File: config.mk
export PLATFORM = sky130hd
export DESIGN_NAME = colisao_nave_flat
export DESIGN_NICKNAME = d
export VERILOG_FILES = /design/src/rtl/colisao_nave_if.sv /design/src/rtl/colisao_nave.sv /design/src/flat_wrapper.sv
export SDC_FILE = /design/constraint.sdc
export NUM_CORES = 1
export LEC_CHECK = 0
export ABC_AREA = 1
export CAP_MARGIN = 20
export CORE_MARGIN = 1.5
export CORE_UTILIZATION = 30
export DETAILED_ROUTE_END_ITERATION = 7
export GPL_TIMING_DRIVEN = 0
export PLACE_DENSITY = 0.5
export SYNTH_ARGS = -nofsm -noshare
export SYNTH_HDL_FRONTEND = slang
export SYNTH_SLANG_ARGS = --single-unit
export TNS_END_PERCENT = 10
File: constraint.sdc
create_clock -name CLOCK_50 -period 2.35 [get_ports CLOCK_50]
set_input_delay 0.47 -clock CLOCK_50 [delete_from_list [all_inputs] [get_ports CLOCK_50]]
set_output_delay 0.47 -clock CLOCK_50 [all_outputs]
set_load 0.01 [all_outputs]
File: src/rtl/colisao_nave_if.sv
// Enemy-shot table port: registered read plus a clear strobe.
// The collision block is the master; the shot table is the slave.
interface colisao_nave_if #(
  parameter int IDX_W = 3
);
  logic [IDX_W-1:0] tiro_idx;
  logic [9:0]       tiro_x;
  logic [9:0]       tiro_y;
  logic             tiro_valido;
  logic             tiro_apagar;
  logic [IDX_W-1:0] tiro_apagar_idx;

  modport master (
    output tiro_idx,
    output tiro_apagar,
    output tiro_apagar_idx,
    input  tiro_x,
    input  tiro_y,
    input  tiro_valido
  );

  modport slave (
    input  tiro_idx,
    input  tiro_apagar,
    input  tiro_apagar_idx,
    output tiro_x,
    output tiro_y,
    output tiro_valido
  );
endinterface

File: src/rtl/colisao_nave.sv
// Ship/enemy-shot collision: one table scan per frame, hit counter,
// and an invulnerability window with a blink phase for the sprite.
module colisao_nave #(
  parameter int N_TIROS        = 8,
  parameter int IDX_W          = 3,
  parameter int LARGURA        = 45,
  parameter int ALTURA         = 51,
  parameter int TIRO_L         = 4,
  parameter int TIRO_A         = 8,
  parameter int INVULN_QUADROS = 60,
  parameter int PISCA_DIV      = 8
) (
  input  logic          CLOCK_50,
  input  logic          reset_n,
  input  logic          reiniciarJogo,
  input  logic          pausa,
  input  logic          quadro,
  input  logic [9:0]    x_nave,
  input  logic [9:0]    y_nave,
  colisao_nave_if.master tiro,
  output logic [1:0]    n_batidas,
  output logic          invulneravel,
  output logic          piscar
);

  localparam int INV_W = $clog2(INVULN_QUADROS + 1);
  localparam int PIS_W = $clog2(PISCA_DIV + 1);

  localparam logic [IDX_W-1:0] ULT =
    IDX_W'(N_TIROS - 1);
  localparam logic [INV_W-1:0] INV_CARGA =
    INV_W'(INVULN_QUADROS);
  localparam logic [PIS_W-1:0] PIS_FIM =
    PIS_W'(PISCA_DIV - 1);

  typedef enum logic [1:0] {
    OCIOSO  = 2'd0,
    LE      = 2'd1,
    COMPARA = 2'd2,
    ACERTO  = 2'd3
  } estado_t;

  estado_t          estado_q, estado_d;
  logic [IDX_W-1:0] idx_q, idx_d;
  logic [IDX_W-1:0] apg_idx_q, apg_idx_d;
  logic [1:0]       nb_q, nb_d;
  logic             inv_q, inv_d;
  logic [INV_W-1:0] invc_q, invc_d;
  logic [PIS_W-1:0] pisc_q, pisc_d;
  logic             pis_q, pis_d;

  logic [10:0] sx, sy, nx, ny;
  logic        sobre;
  logic        acerto;
  logic        ultimo;
  logic        inicia;

  // 11-bit compare so ship/shot extents cannot wrap
  assign sx = {1'b0, tiro.tiro_x};
  assign sy = {1'b0, tiro.tiro_y};
  assign nx = {1'b0, x_nave};
  assign ny = {1'b0, y_nave};

  assign sobre =
    (sx < nx + 11'(LARGURA)) &&
    (sx + 11'(TIRO_L) > nx) &&
    (sy < ny + 11'(ALTURA)) &&
    (sy + 11'(TIRO_A) > ny);

  assign acerto = tiro.tiro_valido && sobre;
  assign ultimo = (idx_q == ULT);
  assign inicia = quadro && !inv_q &&
                  (nb_q != 2'd3);

  always_ff @(posedge CLOCK_50 or negedge reset_n) begin
    if (!reset_n) begin
      estado_q  <= OCIOSO;
      idx_q     <= '0;
      apg_idx_q <= '0;
      nb_q      <= '0;
      inv_q     <= 1'b0;
      invc_q    <= '0;
      pisc_q    <= '0;
      pis_q     <= 1'b0;
    end else begin
      estado_q  <= estado_d;
      idx_q     <= idx_d;
      apg_idx_q <= apg_idx_d;
      nb_q      <= nb_d;
      inv_q     <= inv_d;
      invc_q    <= invc_d;
      pisc_q    <= pisc_d;
      pis_q     <= pis_d;
    end
  end

  always_comb begin
    estado_d = estado_q;
    if (!pausa) begin
      unique case (estado_q)
        OCIOSO:
          if (inicia) estado_d = LE;
        LE:
          estado_d = COMPARA;
        COMPARA:
          if (acerto)      estado_d = ACERTO;
          else if (ultimo) estado_d = OCIOSO;
          else             estado_d = LE;
        ACERTO:
          estado_d = OCIOSO;
        default:
          estado_d = OCIOSO;
      endcase
    end
    if (reiniciarJogo) estado_d = OCIOSO;
  end

  always_comb begin
    idx_d     = idx_q;
    apg_idx_d = apg_idx_q;
    nb_d      = nb_q;
    inv_d     = inv_q;
    invc_d    = invc_q;
    pisc_d    = pisc_q;
    pis_d     = pis_q;

    if (!pausa) begin
      if (inv_q && quadro) begin
        if (invc_q <= 1) begin
          inv_d  = 1'b0;
          invc_d = '0;
          pisc_d = '0;
          pis_d  = 1'b0;
        end else begin
          invc_d = invc_q - 1'b1;
          if (pisc_q == PIS_FIM) begin
            pisc_d = '0;
            pis_d  = ~pis_q;
          end else begin
            pisc_d = pisc_q + 1'b1;
          end
        end
      end

      if (estado_q == OCIOSO && inicia)
        idx_d = '0;

      if (estado_q == COMPARA) begin
        if (acerto) begin
          // hit bookkeeping lands as ACERTO is entered
          apg_idx_d = idx_q;
          nb_d      = (nb_q == 2'd3) ? nb_q
                                     : nb_q + 1'b1;
          inv_d     = 1'b1;
          invc_d    = INV_CARGA;
          pisc_d    = '0;
          pis_d     = 1'b1;
        end else if (!ultimo) begin
          idx_d = idx_q + 1'b1;
        end
      end
    end

    if (reiniciarJogo) begin
      idx_d     = '0;
      apg_idx_d = '0;
      nb_d      = '0;
      inv_d     = 1'b0;
      invc_d    = '0;
      pisc_d    = '0;
      pis_d     = 1'b0;
    end
  end

  always_comb begin
    tiro.tiro_idx        = idx_q;
    tiro.tiro_apagar_idx = apg_idx_q;
    tiro.tiro_apagar     = (estado_q == ACERTO) &&
                           !pausa && !reiniciarJogo;
    n_batidas            = nb_q;
    invulneravel         = inv_q;
    piscar               = pis_q;
  end

endmodule
File: src/flat_wrapper.sv
// flat-port wrapper written by rule: the top's interface ports become plain ports
module colisao_nave_flat 
#(
  parameter int N_TIROS        = 8,
  parameter int IDX_W          = 3,
  parameter int LARGURA        = 45,
  parameter int ALTURA         = 51,
  parameter int TIRO_L         = 4,
  parameter int TIRO_A         = 8,
  parameter int INVULN_QUADROS = 60,
  parameter int PISCA_DIV      = 8
)
  (CLOCK_50, reset_n, reiniciarJogo, pausa, quadro, x_nave, y_nave, n_batidas, invulneravel, piscar, tiro_tiro_idx, tiro_tiro_apagar, tiro_tiro_apagar_idx, tiro_tiro_x, tiro_tiro_y, tiro_tiro_valido);
  colisao_nave_if #(.IDX_W(IDX_W)) tiro_i ();
  input  logic CLOCK_50;
  input  logic reset_n;
  input  logic reiniciarJogo;
  input  logic pausa;
  input  logic quadro;
  input  logic [9:0] x_nave;
  input  logic [9:0] y_nave;
  output logic [1:0] n_batidas;
  output logic invulneravel;
  output logic piscar;
  output wire logic [$bits(tiro_i.tiro_idx)-1:0] tiro_tiro_idx;
  output wire logic [$bits(tiro_i.tiro_apagar)-1:0] tiro_tiro_apagar;
  output wire logic [$bits(tiro_i.tiro_apagar_idx)-1:0] tiro_tiro_apagar_idx;
  input wire logic [$bits(tiro_i.tiro_x)-1:0] tiro_tiro_x;
  input wire logic [$bits(tiro_i.tiro_y)-1:0] tiro_tiro_y;
  input wire logic [$bits(tiro_i.tiro_valido)-1:0] tiro_tiro_valido;
  assign tiro_tiro_idx = tiro_i.tiro_idx;
  assign tiro_tiro_apagar = tiro_i.tiro_apagar;
  assign tiro_tiro_apagar_idx = tiro_i.tiro_apagar_idx;
  assign tiro_i.tiro_x = tiro_tiro_x;
  assign tiro_i.tiro_y = tiro_tiro_y;
  assign tiro_i.tiro_valido = tiro_tiro_valido;
  colisao_nave #(.N_TIROS(N_TIROS), .IDX_W(IDX_W), .LARGURA(LARGURA), .ALTURA(ALTURA), .TIRO_L(TIRO_L), .TIRO_A(TIRO_A), .INVULN_QUADROS(INVULN_QUADROS), .PISCA_DIV(PISCA_DIV)) u_core (.CLOCK_50(CLOCK_50), .reset_n(reset_n), .reiniciarJogo(reiniciarJogo), .pausa(pausa), .quadro(quadro), .x_nave(x_nave), .y_nave(y_nave), .tiro(tiro_i), .n_batidas(n_batidas), .invulneravel(invulneravel), .piscar(piscar));
endmodule
== After elaboration in Yosys (flattened, before gate mapping) ==
Index checks and enable logic that the tools add are counted.
Cells by class
  add/sub/neg operators: 8
  $mul: 0
  div/mod/pow operators: 0
  order comparisons: 5
  equality and inequality tests: 10
  shift operators: 0
  multiplexer cells: 47
  bitwise logic cells: 1
  reductions and logical operators: 19
Operators by type and width (count)
  two-way mux 6 bit: 6
  two-way mux 3 bit: 10
  two-way mux 4 bit: 7
  adder 10 x 6 -> 11 bit (second input constant): 2
  greater-than comparator 11 x 10 -> 1 bit: 2
  < comparator 10 x 11 -> 1 bit: 2
  two-way mux 2 bit: 9
  two-way mux 1 bit: 14
  adder 10 x 3 -> 11 bit (second input constant): 1
  adder 10 x 4 -> 11 bit (second input constant): 1
  logical AND 1 bit: 10
  one-hot mux 2 bit (4 select lines): 1
  == test 2 bit (second input constant): 3
  <= comparator 6 x 1 -> 1 bit (second input constant): 1
  != test 2 bit (second input constant): 3
  subtractor 6 x 1 -> 6 bit (second input constant): 1
  adder 4 x 1 -> 4 bit (second input constant): 1
  == test 4 x 3 -> 1 bit (second input constant): 1
  AND reduction 4 bit: 1
  nonzero test 2 bit: 2
  adder 3 x 1 -> 3 bit (second input constant): 1
  == test 3 bit (second input constant): 1
  logical NOT 1 bit: 3
  != test 3 x 2 -> 1 bit (second input constant): 1
  6 further kinds: 6
Storage, ports and cells
  flip-flop bits (word level): 22
  bits in latches: 0
  memory bits (writable): 0
  ROM bits: 0
  output and inout port bits: 11
  memories kept: 0

== Longest topological paths before layout ==
  word-level depth: 10
  depth in mapped cells: 23

== Worst setup path before layout ==
Ideal clock, no wire load.
  path kind: input to register
  start point: in x_nave[0]
  end point: reg u_core.nb_q[1], in the netlist u_core.n_batidas[1]
  library setup time: 0.119 ns
  arrival: 2.400 ns
  data required time: 2.231 ns
  path slack: -0.169 ns
  cell stages on the path: 19
  path buffers: 0
  path through: ha_1 > a21oi_1 > nand2_2 > xor2_1 > ha_1 > nand2_1 > inv_1 > nand2_1 > nand2_1 > a21oi_1 > nor2_1 > nor2_1 > nand2_2 > nor2_4 > nand3_4 > nand2_4 > nand2_2 > nand2_1 > nand2_1
Between the ends
  longest elaborated chain between the ends: 8
  elaborated cells on any way between the ends: 9
Ends and longest elaborated chain
  from (decl): line flat_wrapper.sv:20  | input logic [9:0] x_nave;
  adder 10 x 6 -> 11 bit: line colisao_nave.sv:65  | (sx < nx + 11'(LARGURA)) &&
  < comparator 10 x 11 -> 1 bit: line colisao_nave.sv:65
  logical AND 1 bit (*): line colisao_nave.sv:65
  logical AND 1 bit (*): line colisao_nave.sv:66  | (sx + 11'(TIRO_L) > nx) &&
  logical AND 1 bit (*): line colisao_nave.sv:67  | (sy < ny + 11'(ALTURA)) &&
  logical AND 1 bit (*): line colisao_nave.sv:70  | assign acerto = tiro.tiro_valido && sobre;
  nonzero test 2 bit (no line) (*)
  AND reduction 4 bit (no line) (*)
  to (signal assigned): line colisao_nave.sv:89  | nb_q <= nb_d;
  to (decl): line colisao_nave.sv:46  | logic [1:0] nb_q, nb_d;
Every way passes the cells marked *; elsewhere a longest branch is shown, timed or not.
A chain may end at the register's enable or synchronous reset.

== Worst setup path in the final report ==
Ends and elaborated chain as after synthesis.

==> impl_metrics.ini <==
[run_status]
status = finished, violations left
violations = negative setup slack

[sta]
worst_pin_slew_ps = 506
skew_ps = 10.4
timing.final.ws_setup_ps = -87.9
whs_ps = 424
rsz0062_at_grt = true
period_minus_slack_ps = 2440
drv_slew = 0
setup_viol = 17
hold_viol_final = 0
relSlewSlack_pct = 66.2
max_freq_mhz = 410
finalCritPeriodShare_pct = 104

[synthesis]
muxShareOfSynthArea_pct = 0
synth_edf_count = 0
synth_most_common_cell = nand2_1
synthCells = 453
synth_largest_area_cell = ha_1
yosys-top-cells-count = 129 x nand2_1, 66 x inv_1, 50 x ha_1
synth_simple_gate_area_share_pct = 32.9
yosysUniqueCellTypes = 31
seq_area_frac_synth_pct = 18.3
syn_area_per_cell_um2 = 6.66
async_flop_share_pct = 100
synth_xor_area_share_pct = 8.13
synth_top_area_share_pct = 20.7
synth_top_family_by_area = simple AND/OR/NAND/NOR gates
synth_area_um2 = 3020
syn_nets = 549
synth-seq-cells = 22
synthAdderAreaFrac_pct = 20.7
yosys_warnings = 0
synth_top_flop_cell = dfrtp_1
synth_area_leaders = ha_1 21%, dfrtp_1 18%, nand2_1 16%
synth_compound_area_share_pct = 11.0

[global_routing]
grt_pass1_wl_um = 12800
overflow = 0
track_usage_pct = 14.8
antenna_found_initial = 0
grt_pass1_vias = 2964
grt_max_degree = 23

[finish]
drive_above_1_share_pct = 17.9
final_cells = 665
final_net_count = 629
n_fill_cell = 1035
area_growth_pct = 36.4
antennaDiodeCount = 0

[floorplan]
start_util_pct = 30.8
die_w_um = 103
rows = 36
io-pin-count = 57
core-area_um2 = 9770
die_area_um2 = 10700
die_y_um = 103

[run]
cap_viol_max_count = 0

[placed_design]
place_hpwl_um = 6040
portBuffers = 56
gp_congestion = 0.796
dp_cells = 642

[clocking]
cts_sinks = 22
clock_insertion_delay_worst_skew_ps = 280
numCtsBuffers = 3
h-tree-depth = 1
clkTransAtPathRegs_ps = 90
root_buffer = clkbuf_8
cts_tree = done
clk_path_buf_depth = 2

[drt]
top_layer = met4
wl_per_cell_um = 11.2
drt-met1-wl_um = 3690
viasPerCell = 4.53
drcViolationCount = 0
ant_nets = 0
dr_wl_met3_um = 153
routed_wl_um = 7420
vias = 3010
dr.pass1.iters = 4
dr.first_iter.drc_count = 72
route.met2.wl_um = 3520

[worst_setup_path]
path_max_fanout = 6
r2r_setup_slack_ps = 430
reg2reg_to = u_core.invc_q[5]
r2r-start = u_core.invc_q[0]
crit_path_start_kind = input pin
reg2reg_depth = 11
critPathCaptureType = flop
arrival_ps = 2610
cp_data_required_time_ps = 2520
worst-setup-path-type = input pin to flop

[pwr]
p_leak_nw = 2.17
finalPower_mw = 1.32
power.density_nw_per_um2 = 321
ir_worst_vdd_mv = 0.296

[hold_path]
hold_class = input pin to async pin
-- flip-flops by register name (all words and copies together) (netlist names) --
signal and count:
u_core.estado_q 2, u_core.invc_q 6, u_core.invulneravel 1, u_core.n_batidas 2, u_core.pisc_q 4, u_core.piscar 1, u_core.tiro.tiro_apagar_idx 3, u_core.tiro.tiro_idx 3
-- kinds of logic after synthesis --
kind of cell | Yosys count
AND/OR/NAND/NOR | 226
buffers and inverters | 71
AO/OA/AOI/OAI | 56
adder cells (fa/ha/maj) | 50
XOR/XNOR | 28
flip-flops | 22
-- what timing repair did --
item	in CTS	in global routing
hold buffers	0	0
setup buffers	18	0
gates resized for setup	110	9
setup endpoints to repair	23	22
pin swaps	41	5
-- worst max-delay path, cell delays in order --
cell     delay (ps)
buf_8           100
ha_4            160
a21oi_2         120
nand2_2          80
xor2_1          160
ha_1            300
a21oi_1         150
nand2_1          80
a21oi_2         130
nor2_1           60
nor2_1          110
nand2_2          80
nor2_4          130
nand3_4         160
nand2_8         140
nand2_2          60
nand2_1          70
nand2_1          40
-- layout by cell type, fill, tap and decap left out, drive strengths merged, types with 5 or more instances in the layout --
master and n:
nor3 5, o21ai 15, buf 27, xnor2 6, inv 69, o211ai 6, a21oi 26, dlygate4sd2 14
nor2 46, xor2 22, clkdlybuf4s50 26, nand4 7, clkdlybuf4s15 7, nand2 141, clkbuf 5, ha 50
nand3 24, dfrtp 22
-- layout make-up --
| cell class | instances | area (um2) | share of cell area, % |
|---|---|---|---|
| Multi-Input combinational cell | 360 | 2360 | 57.3 |
| Timing Repair Buffer | 75 | 689 | 16.8 |
| Sequential cell | 22 | 551 | 13.4 |
| Inverter | 70 | 273 | 6.63 |
| Tap cell | 133 | 166 | 4.05 |
| Clock buffer | 3 | 41.3 | 1.00 |
| Clock inverter | 1 | 30.0 | 0.730 |
| Buffer | 1 | 3.75 | 0.0913 |
-- metrics by stage --
step                cell area [um2]  TNS [ps]  utilization [%]  worst slack [ps]
floorplan                      3030     -1150                -              -131
finish                         4110      -723             42.1             -87.9
global placement               3760    -22140             38.5             -1090
CTS                            4060     -1140             41.5              -124
detailed placement             3760    -22340             38.5             -1090
global route                   4110     -5240             42.1              -306
-- report_power, final --
group	total (mW)	switching [mW]	internal, mW
logic	0.557	0.307	0.250
registers	0.397	0.0105	0.386
clock network	0.366	0.138	0.228
total	1.32	0.455	0.864
-- how the worst max path moves through the flow --
stage / start / endpoint / slack [ps]
3_3_place_gp: x_nave[0] / u_core.tiro.tiro_apagar_idx[2] / -1090
6_report: x_nave[0] / u_core.n_batidas[1] / -90
2_1_floorplan: x_nave[0] / u_core.n_batidas[1] / -130
3_5_place_dp: x_nave[0] / u_core.tiro.tiro_apagar_idx[2] / -1090
5_1_grt: x_nave[1] / u_core.n_batidas[1] / -310
4_1_cts: x_nave[0] / u_core.n_batidas[1] / -120
-- routing by layer --
metal  global-route usage (%)  up-vias
li1                         -     1623
met5                        0        -
met2                     26.1       28
met3                     1.81        4
met4                     1.87        0
met1                     19.8     1355
(Power assumes the default switching activity.)
